--- config.mk ---
export PLATFORM = sky130hd
export DESIGN_NAME = pc_gen_flat
export DESIGN_NICKNAME = d
export VERILOG_FILES = /design/src/rtl/pc_gen_if.sv /design/src/rtl/pc_gen.sv /design/src/flat_wrapper.sv
export SDC_FILE = /design/constraint.sdc
export NUM_CORES = 1
export LEC_CHECK = 0
export CAP_MARGIN = 10
export CORE_MARGIN = 2
export CORE_UTILIZATION = 43
export CTS_CLUSTER_SIZE = 30
export DETAILED_ROUTE_END_ITERATION = 10
export PLACE_DENSITY = 0.79
export SYNTH_ARGS = -nofsm -noshare
export SYNTH_HDL_FRONTEND = slang
export SYNTH_SLANG_ARGS = --single-unit
--- constraint.sdc ---
create_clock -name clk -period 4.7 [get_ports clk]
set_input_delay 0.94 -clock clk [delete_from_list [all_inputs] [get_ports clk]]
set_output_delay 0.94 -clock clk [all_outputs]
set_load 0.02 [all_outputs]
--- src/rtl/pc_gen_if.sv ---
// Fetch-PC generator bus: D-stage control op and M-stage redirects in, F-stage PC and status out.
interface pc_gen_if #(
  parameter int unsigned WIDTH = 32
);
  logic             stall_i;
  logic [2:0]       br_sel_i;
  logic [31:0]      instr_d_i;
  logic [WIDTH-1:0] pc_d_i;
  logic [WIDTH-1:0] rs_val_i;
  logic [WIDTH-1:0] rt_val_i;
  logic             exc_req_i;
  logic             eret_req_i;
  logic [WIDTH-1:0] epc_i;
  logic [WIDTH-1:0] pc_f_o;
  logic             bd_f_o;
  logic             adel_f_o;
  logic             taken_d_o;

  // Pipeline side: drives control and operands, observes the fetch PC.
  modport master (
    output stall_i, br_sel_i, instr_d_i, pc_d_i, rs_val_i, rt_val_i,
           exc_req_i, eret_req_i, epc_i,
    input  pc_f_o, bd_f_o, adel_f_o, taken_d_o
  );

  // PC generator side.
  modport slave (
    input  stall_i, br_sel_i, instr_d_i, pc_d_i, rs_val_i, rt_val_i,
           exc_req_i, eret_req_i, epc_i,
    output pc_f_o, bd_f_o, adel_f_o, taken_d_o
  );
endinterface

--- src/rtl/pc_gen.sv ---
// Fetch-PC generator: holds the F-stage PC, resolves D-stage branches/jumps
// (delayed-branch semantics) and applies M-stage exception/eret redirects.
module pc_gen #(
  parameter int unsigned     WIDTH      = 32,
  parameter logic [WIDTH-1:0] RESET_PC   = WIDTH'(32'h0000_3000),
  parameter logic [WIDTH-1:0] EXC_VECTOR = WIDTH'(32'h0000_4180),
  parameter logic [WIDTH-1:0] IMEM_BASE  = WIDTH'(32'h0000_3000),
  parameter int unsigned     IMEM_BYTES = 16384
) (
  input logic       clk,
  input logic       reset,
  pc_gen_if.slave   bus
);

  localparam int unsigned EXT_W = WIDTH - 18;
  localparam logic [WIDTH:0] WIN_LO = (WIDTH+1)'(IMEM_BASE);
  localparam logic [WIDTH:0] WIN_HI = WIN_LO + (WIDTH+1)'(IMEM_BYTES);

  localparam logic [2:0] OP_SEQ  = 3'd0;
  localparam logic [2:0] OP_BEQ  = 3'd1;
  localparam logic [2:0] OP_BNE  = 3'd2;
  localparam logic [2:0] OP_BLEZ = 3'd3;
  localparam logic [2:0] OP_BGTZ = 3'd4;
  localparam logic [2:0] OP_BLTZ = 3'd5;
  localparam logic [2:0] OP_J    = 3'd6;
  localparam logic [2:0] OP_JR   = 3'd7;

  logic [WIDTH-1:0] pc_q;
  logic             bd_q;
  logic             adel_q;

  logic [WIDTH-1:0] pc_nxt;
  logic             bd_nxt;
  logic             adel_nxt;

  logic [WIDTH-1:0] link;
  logic [WIDTH-1:0] br_off;
  logic [WIDTH-1:0] br_tgt;
  logic [WIDTH-1:0] j_tgt;
  logic [WIDTH-1:0] target;
  logic             taken;
  logic             rs_zero;
  logic             rs_neg;
  logic             unused_instr;

  assign unused_instr = ^bus.instr_d_i[31:26];

  // Candidate control-transfer targets relative to the D-stage PC.
  assign link   = bus.pc_d_i + WIDTH'(4);
  assign br_off = {{EXT_W{bus.instr_d_i[15]}}, bus.instr_d_i[15:0], 2'b00};
  assign br_tgt = link + br_off;
  assign j_tgt  = {link[WIDTH-1:28], bus.instr_d_i[25:0], 2'b00};

  assign rs_zero = (bus.rs_val_i == '0);
  assign rs_neg  = bus.rs_val_i[WIDTH-1];

  // Branch condition evaluation and target select for the D-stage op.
  always_comb begin
    taken  = 1'b0;
    target = br_tgt;
    case (bus.br_sel_i)
      OP_SEQ:  taken = 1'b0;
      OP_BEQ:  taken = (bus.rs_val_i == bus.rt_val_i);
      OP_BNE:  taken = (bus.rs_val_i != bus.rt_val_i);
      OP_BLEZ: taken = rs_neg || rs_zero;
      OP_BGTZ: taken = !rs_neg && !rs_zero;
      OP_BLTZ: taken = rs_neg;
      OP_J: begin
        taken  = 1'b1;
        target = j_tgt;
      end
      OP_JR: begin
        taken  = 1'b1;
        target = bus.rs_val_i;
      end
      default: taken = 1'b0;
    endcase
  end

  assign bus.taken_d_o = taken;

  // Next fetch PC by priority: exc, eret, stall hold, taken target, sequential.
  always_comb begin
    pc_nxt   = pc_q;
    bd_nxt   = bd_q;
    adel_nxt = adel_q;
    if (bus.exc_req_i) begin
      pc_nxt = EXC_VECTOR;
      bd_nxt = 1'b0;
    end else if (bus.eret_req_i) begin
      pc_nxt = bus.epc_i;
      bd_nxt = 1'b0;
    end else if (!bus.stall_i) begin
      pc_nxt = taken ? target : (pc_q + WIDTH'(4));
      bd_nxt = (bus.br_sel_i != OP_SEQ);
    end
    if (bus.exc_req_i || bus.eret_req_i || !bus.stall_i) begin
      adel_nxt = (pc_nxt[1:0] != 2'b00) ||
                 ({1'b0, pc_nxt} < WIN_LO) ||
                 ({1'b0, pc_nxt} >= WIN_HI);
    end
  end

  // F-stage PC and per-fetch status registers.
  always_ff @(posedge clk) begin
    if (!reset) begin
      pc_q   <= RESET_PC;
      bd_q   <= 1'b0;
      adel_q <= 1'b0;
    end else begin
      pc_q   <= pc_nxt;
      bd_q   <= bd_nxt;
      adel_q <= adel_nxt;
    end
  end

  assign bus.pc_f_o   = pc_q;
  assign bus.bd_f_o   = bd_q;
  assign bus.adel_f_o = adel_q;

endmodule

--- src/flat_wrapper.sv ---
// flat-port wrapper written by rule: the top's interface ports become plain ports
module pc_gen_flat 
#(
  parameter int unsigned     WIDTH      = 32,
  parameter logic [WIDTH-1:0] RESET_PC   = WIDTH'(32'h0000_3000),
  parameter logic [WIDTH-1:0] EXC_VECTOR = WIDTH'(32'h0000_4180),
  parameter logic [WIDTH-1:0] IMEM_BASE  = WIDTH'(32'h0000_3000),
  parameter int unsigned     IMEM_BYTES = 16384
)
  (clk, reset, bus_stall_i, bus_br_sel_i, bus_instr_d_i, bus_pc_d_i, bus_rs_val_i, bus_rt_val_i, bus_exc_req_i, bus_eret_req_i, bus_epc_i, bus_pc_f_o, bus_bd_f_o, bus_adel_f_o, bus_taken_d_o);
  pc_gen_if #(.WIDTH(WIDTH)) bus_i ();
  input logic clk;
  input logic reset;
  input wire logic [$bits(bus_i.stall_i)-1:0] bus_stall_i;
  input wire logic [$bits(bus_i.br_sel_i)-1:0] bus_br_sel_i;
  input wire logic [$bits(bus_i.instr_d_i)-1:0] bus_instr_d_i;
  input wire logic [$bits(bus_i.pc_d_i)-1:0] bus_pc_d_i;
  input wire logic [$bits(bus_i.rs_val_i)-1:0] bus_rs_val_i;
  input wire logic [$bits(bus_i.rt_val_i)-1:0] bus_rt_val_i;
  input wire logic [$bits(bus_i.exc_req_i)-1:0] bus_exc_req_i;
  input wire logic [$bits(bus_i.eret_req_i)-1:0] bus_eret_req_i;
  input wire logic [$bits(bus_i.epc_i)-1:0] bus_epc_i;
  output wire logic [$bits(bus_i.pc_f_o)-1:0] bus_pc_f_o;
  output wire logic [$bits(bus_i.bd_f_o)-1:0] bus_bd_f_o;
  output wire logic [$bits(bus_i.adel_f_o)-1:0] bus_adel_f_o;
  output wire logic [$bits(bus_i.taken_d_o)-1:0] bus_taken_d_o;
  assign bus_i.stall_i = bus_stall_i;
  assign bus_i.br_sel_i = bus_br_sel_i;
  assign bus_i.instr_d_i = bus_instr_d_i;
  assign bus_i.pc_d_i = bus_pc_d_i;
  assign bus_i.rs_val_i = bus_rs_val_i;
  assign bus_i.rt_val_i = bus_rt_val_i;
  assign bus_i.exc_req_i = bus_exc_req_i;
  assign bus_i.eret_req_i = bus_eret_req_i;
  assign bus_i.epc_i = bus_epc_i;
  assign bus_pc_f_o = bus_i.pc_f_o;
  assign bus_bd_f_o = bus_i.bd_f_o;
  assign bus_adel_f_o = bus_i.adel_f_o;
  assign bus_taken_d_o = bus_i.taken_d_o;
  pc_gen #(.WIDTH(WIDTH), .RESET_PC(RESET_PC), .EXC_VECTOR(EXC_VECTOR), .IMEM_BASE(IMEM_BASE), .IMEM_BYTES(IMEM_BYTES)) u_core (.clk(clk), .reset(reset), .bus(bus_i));
endmodule
[Word level (Yosys, flattened, before mapping)]
Index checks and enable logic that the tools add are counted.
Operators by class
  order comparisons: 2
  reductions and logical operators: 15
  add/subtract/negate cells: 3
  eq/ne operators: 9
  bitwise operators: 1
  multiplexer cells: 6
Operators with widths (number)
  32-bit two-way mux: 4
  32-bit by 3-bit adder with 32-bit output, second input constant: 2
  32-bit case mux with 2 select lines: 1
  32-bit adder: 1
  32-bit equality test: 1
  32-bit by 15-bit greater-or-equal comparator with 1-bit output, second input constant: 1
  32-bit logical NOT: 1
  32-bit by 14-bit < comparator with 1-bit output, second input constant: 1
  32-bit inequality test: 1
  3-bit equality test, second input constant: 4
  1-bit case mux with 7 select lines: 1
  3-bit by 2-bit equality test with 1-bit output, second input constant: 2
  1-bit logical OR: 5
  3-bit by 1-bit equality test with 1-bit output, second input constant: 1
  1-bit logical NOT: 3
  3-bit logical NOT: 1
  3-bit nonzero test: 1
  3-bit OR reduction: 1
  2-bit nonzero test: 1
  2-bit OR reduction: 1
  1-bit logical AND: 1
  1-bit NOT: 1
Word-level totals
  input bits: 168
  logic and storage cells: 39
  register bits after elaboration: 34
  output and inout bits: 35

[Logic depth before layout (Yosys ltp)]
  depth after elaboration: 11
  mapped depth: 18
  gate-level depth less buffers: 17

[Least setup slack after synthesis]
No wires, ideal clock.
  kind: input -> register
  from: in bus_pc_d_i[2]
  to: reg u_core.adel_q (netlist: u_core.bus.adel_f_o)
  data arrival time: 4.428 ns
  setup time: 0.131 ns
  buffers on the path: 1
  stages: 18
  slack: 0.140 ns
  required time: 4.569 ns
  cell sequence: ha_1 -> nand4_1 -> nor3_1 -> and2_1 -> nand4_1 -> xnor2_1 -> ha_1 -> clkbuf_1 -> a211o_1 -> a211o_1 -> a2bb2oi_1 -> nor4_1 -> mux2_2 -> o311ai_0 -> a31oi_1 -> nand4_1 -> nor4_1 -> a31oi_1
Between the ends
  longest elaborated chain between the ends: 10
  elaborated cells on any way between the ends: 11
  those cells by class: add/sub: 2; order compare: 2; mux: 5; reduce/logical: 2
Ends and longest elaborated chain
  start: declaration: RTL line flat_wrapper.sv:17  | input wire logic [$bits(bus_i.pc_d_i)-1:0] bus_pc_d_i;
  32-bit by 3-bit adder with 32-bit output *: RTL line pc_gen.sv:49  | assign link = bus.pc_d_i + WIDTH'(4);
  32-bit adder: RTL line pc_gen.sv:51  | assign br_tgt = link + br_off;
  32-bit case mux with 2 select lines *: RTL line pc_gen.sv:61  | case (bus.br_sel_i)
  32-bit two-way mux *: RTL line pc_gen.sv:94  | pc_nxt = taken ? target : (pc_q + WIDTH'(4));
  32-bit two-way mux *: RTL line pc_gen.sv:93  | end else if (!bus.stall_i) begin
  32-bit two-way mux *: RTL line pc_gen.sv:90  | end else if (bus.eret_req_i) begin
  32-bit two-way mux *: RTL line pc_gen.sv:87  | if (bus.exc_req_i) begin
  32-bit by 14-bit < comparator with 1-bit output: RTL line pc_gen.sv:99  | ({1'b0, pc_nxt} < WIN_LO) ||
  1-bit logical OR: RTL line pc_gen.sv:98  | adel_nxt = (pc_nxt[1:0] != 2'b00) ||
  1-bit logical OR *: RTL line pc_gen.sv:99
  end signal: assignment: RTL line pc_gen.sv:113  | adel_q <= adel_nxt;
  end: declaration: RTL line pc_gen.sv:30  | logic adel_q;
Every way passes the cells marked *; elsewhere a longest branch is shown, timed or not.
A chain may end at the register's enable or synchronous reset.

[Worst setup path after layout]
  from: in bus_rs_val_i[29]
  to: out bus_taken_d_o
Between the ends
  longest elaborated chain between the ends: 4
  elaborated cells on any way between the ends: 7
  those cells by class: eq/ne: 2; mux: 1; reduce/logical: 4
Ends and longest elaborated chain
  start: declaration: RTL line flat_wrapper.sv:18  | input wire logic [$bits(bus_i.rs_val_i)-1:0] bus_rs_val_i;
  32-bit logical NOT: RTL line pc_gen.sv:54  | assign rs_zero = (bus.rs_val_i == '0);
  1-bit logical NOT: RTL line pc_gen.sv:66  | OP_BGTZ: taken = !rs_neg && !rs_zero;
  1-bit logical AND: RTL line pc_gen.sv:66
  1-bit case mux with 7 select lines *: RTL line pc_gen.sv:61
  end: declaration: RTL line flat_wrapper.sv:26  | output wire logic [$bits(bus_i.taken_d_o)-1:0] bus_taken_d_o;
Marks and branches as above.

==> results.toml <==
[drt]
post-route-drc-count = 0
dr.pass1.iters = 7
vias_per_cell = 6.11
avgRoutedWirePerCell_um = 20.0
wirelength_um = 28000
dr.first_iter.drc_count = 829
vias = 8565
ant_nets = 0

[grt]
grt_use_total = 0.362
overflow = 0
first_global_vias = 8095
grt_pass1_wl_um = 42400
antenna_found_initial = 1
grt_max_degree = 33

[hold_path]
hold_path_class = "register to register"
min-delay-start = "u_core.bus.bd_f_o$_SDFFE_PP0N_"

[sta]
fin_crit_sh = 0.984
maxSlewHeadroom = 0.267
slew_violations = 0
tightest_slew_ns = 1.10
finalHoldViolCount = 0
setup_viol = 0
period_needed_ns = 4.62
skew_ns = 0.00205
clock.fmax_mhz = 216
tns_ns = 0

[synth]
synth_cell_type_count = 75
ys_top_cells_by_area = "dfxtp_1 (11%), xnor2_1 (9.3%), ha_1 (7.0%)"
yosysTopAreaCell = "dfxtp_1"
ys_ff_latch = 34
synth_common_cells = "nor2_1 (83), nand2_1 (80), xnor2_1 (65)"
syn_nets = 1070
synth_ff_type = "dfxtp_1"
yosysMostFrequentCell = "nor2_1"
synth.cell_area_um2 = 6110
netlist_instances = 867
ys_warn_count = 0
synth_enable_flop_cells = 0
yosysSeqAreaShare = 0.111
synthArstFlopShare = 0
netlist.area_leader.share = 0.111
syn_area_per_cell_um2 = 7.04

[cells_and_area]
layout.cells.non_filler = 1402
area_delta_synth_final_pct = 65.4
layout-drive-gt1-share = 0.228
fillers = 1152
fin_nets = 1423

[worst_setup_path]
critPathMostFrequentCell = "clkdlybuf4s50_1"
r2r-start = "u_core.bus.pc_f_o[2]$_SDFF_PN0_"
cp_slowest_stage_delay_ns = 0.63
path_cells = "clkdlybuf4s50_1, xnor2_1, nand4_1, nor4_2, buf_4, a211oi_1, or3_1, clkinv_2, clkdlybuf4s50_1"
critical_path.top_delay_family = "buffers and inverters"
worst-path-max-fanout = 3
required_ns = 3.76
critical_path_class = "primary input to primary output"
cp.arrival_ns = 3.68
crit_path_end_kind = "primary output"
cp-startpoint = "bus_rs_val_i[29]"
cp_slowest_cell = "clkdlybuf4s50_1"
worst-path-buf-inv = 4
startpoint_type = "primary input"

[die]
num_rows = 43
die_h_um = 123
die_area_um2 = 15200
start_util = 0.440
num_io_pins = 203
die_w_um = 123
coreArea_um2 = 13900

[place]
gp_congestion = 0.972
io_buffers = 196
dp.cells = 1374
dpl.hpwl_um = 22400

[clock_tree]
clock_latency_ns = 0.29
cts_tree = "built"
clock_sinks = 34
clockBufferDepth = 2
cts_buffers = 5
postCtsHoldBufs = 0
cts_max_level = 2
root_buffer = "clkbuf_16"
clk_pin_slew_ns = 0.06

[pwr]
p_leak_uw = 0.00416
p_per_area_nw_per_um2 = 185
ir_drop_uv = 164

[run_status]
outcome = "completed"

[run]
drv_cap = 0
[worst min-delay path, stage by stage (launching register included)]
cell,delay [ns]
dfxtp_1,0.30
o21ai_0,0.16
nor3_1,0.05
[report_power, final]
| part | switching, uW | internal [uW] |
|---|---|---|
| Combinational | 541 | 547 |
| Clock | 141 | 305 |
| Sequential | 24.5 | 305 |
| Total | 707 | 1160 |
[cells by family (layout without fill, tap and decap cells)]
| group | Yosys count | in the layout | synth area share |
|---|---|---|---|
| other | 0 | 1 | 0 |
| DFF | 34 | 34 | 0.111 |
| adders and majority gates | 35 | 35 | 0.0730 |
| and+or+nand+nor | 348 | 348 | 0.289 |
| buffers and inverters | 64 | 418 | 0.0453 |
| AOI/OAI and AO/OA | 261 | 261 | 0.293 |
| xor gates and xnor gates | 86 | 86 | 0.123 |
| muxes | 39 | 39 | 0.0650 |
[registers in the layout, indices dropped and copies added, names as in the netlist]
name	count
u_core.bus.pc_f_o	32
u_core.bus.bd_f_o	1
u_core.bus.adel_f_o	1
[layout by cell type (no fill, tap or decap), types with 21 or more instances in the layout]
cell type,instances
nor2_1,83
nand3_1,34
a211oi_1,21
o21ai_0,31
xnor2_1,63
buf_4,197
ha_1,32
nand4_1,34
clkdlybuf4s50_1,176
mux2i_1,33
xor2_1,21
a21oi_1,51
dfxtp_1,34
nand2_1,79
[worst paths after layout]
path / endpoint / slack (ns) / cells past startpoint
worst max-delay path: bus_taken_d_o / 0.08 / 9
worst min register to register: u_core.bus.bd_f_o$_SDFFE_PP0N_ / 0.56 / 2
worst min-delay path: u_core.bus.bd_f_o$_SDFFE_PP0N_ / 0.56 / 2
worst max register to register: u_core.bus.adel_f_o$_SDFFE_PN0P_ / 1.72 / 11
[area by class of cell]
cell class                      instances  area [um2]  area share
Multi-Input combinational cell        769        5450       0.540
Timing Repair Buffer                  396        3490       0.346
Sequential cell                        34         681      0.0674
Tap cell                              180         225      0.0223
Clock buffer                            5         125      0.0124
Clock inverter                          3        68.8     0.00681
Inverter                               14        53.8     0.00533
Antenna cell                            1        2.50    0.000248
[per-stage QoR]
stage / hold WS [ns] / util / setup slack [ns] / total power, uW / cell area (um2)
2_1_floorplan: 0.615 / - / 0.140 / 814 / 6110
3_3_place_gp: 0.549 / 0.680 / -0.481 / 1330 / 9440
3_5_place_dp: 0.550 / 0.680 / -0.541 / 1340 / 9440
4_1_cts: 0.559 / 0.713 / 0.00426 / 1810 / 9890
5_1_grt: 0.608 / 0.728 / -0.0170 / 1960 / 10100
6_report: 0.555 / 0.728 / 0.0773 / 1860 / 10100
[what timing repair did]
item,CTS,global route
endpoints found under the setup margin,2,9
gates resized for setup,53,38
cloned,0,0
pin swaps,28,31
buffers inserted,12,7
[routing by layer]
metal	wire length, um	GRT usage	vias to the layer above	share of wire
met1	11500	0.473	3926	0.41
met3	2690	0.0780	91	0.096
li1	-	-	4028	-
met2	12600	0.576	520	0.45
met4	1280	0.150	0	0.046
met5	0	0	-	0
Note: power is estimated with default switching activity, not from simulation.
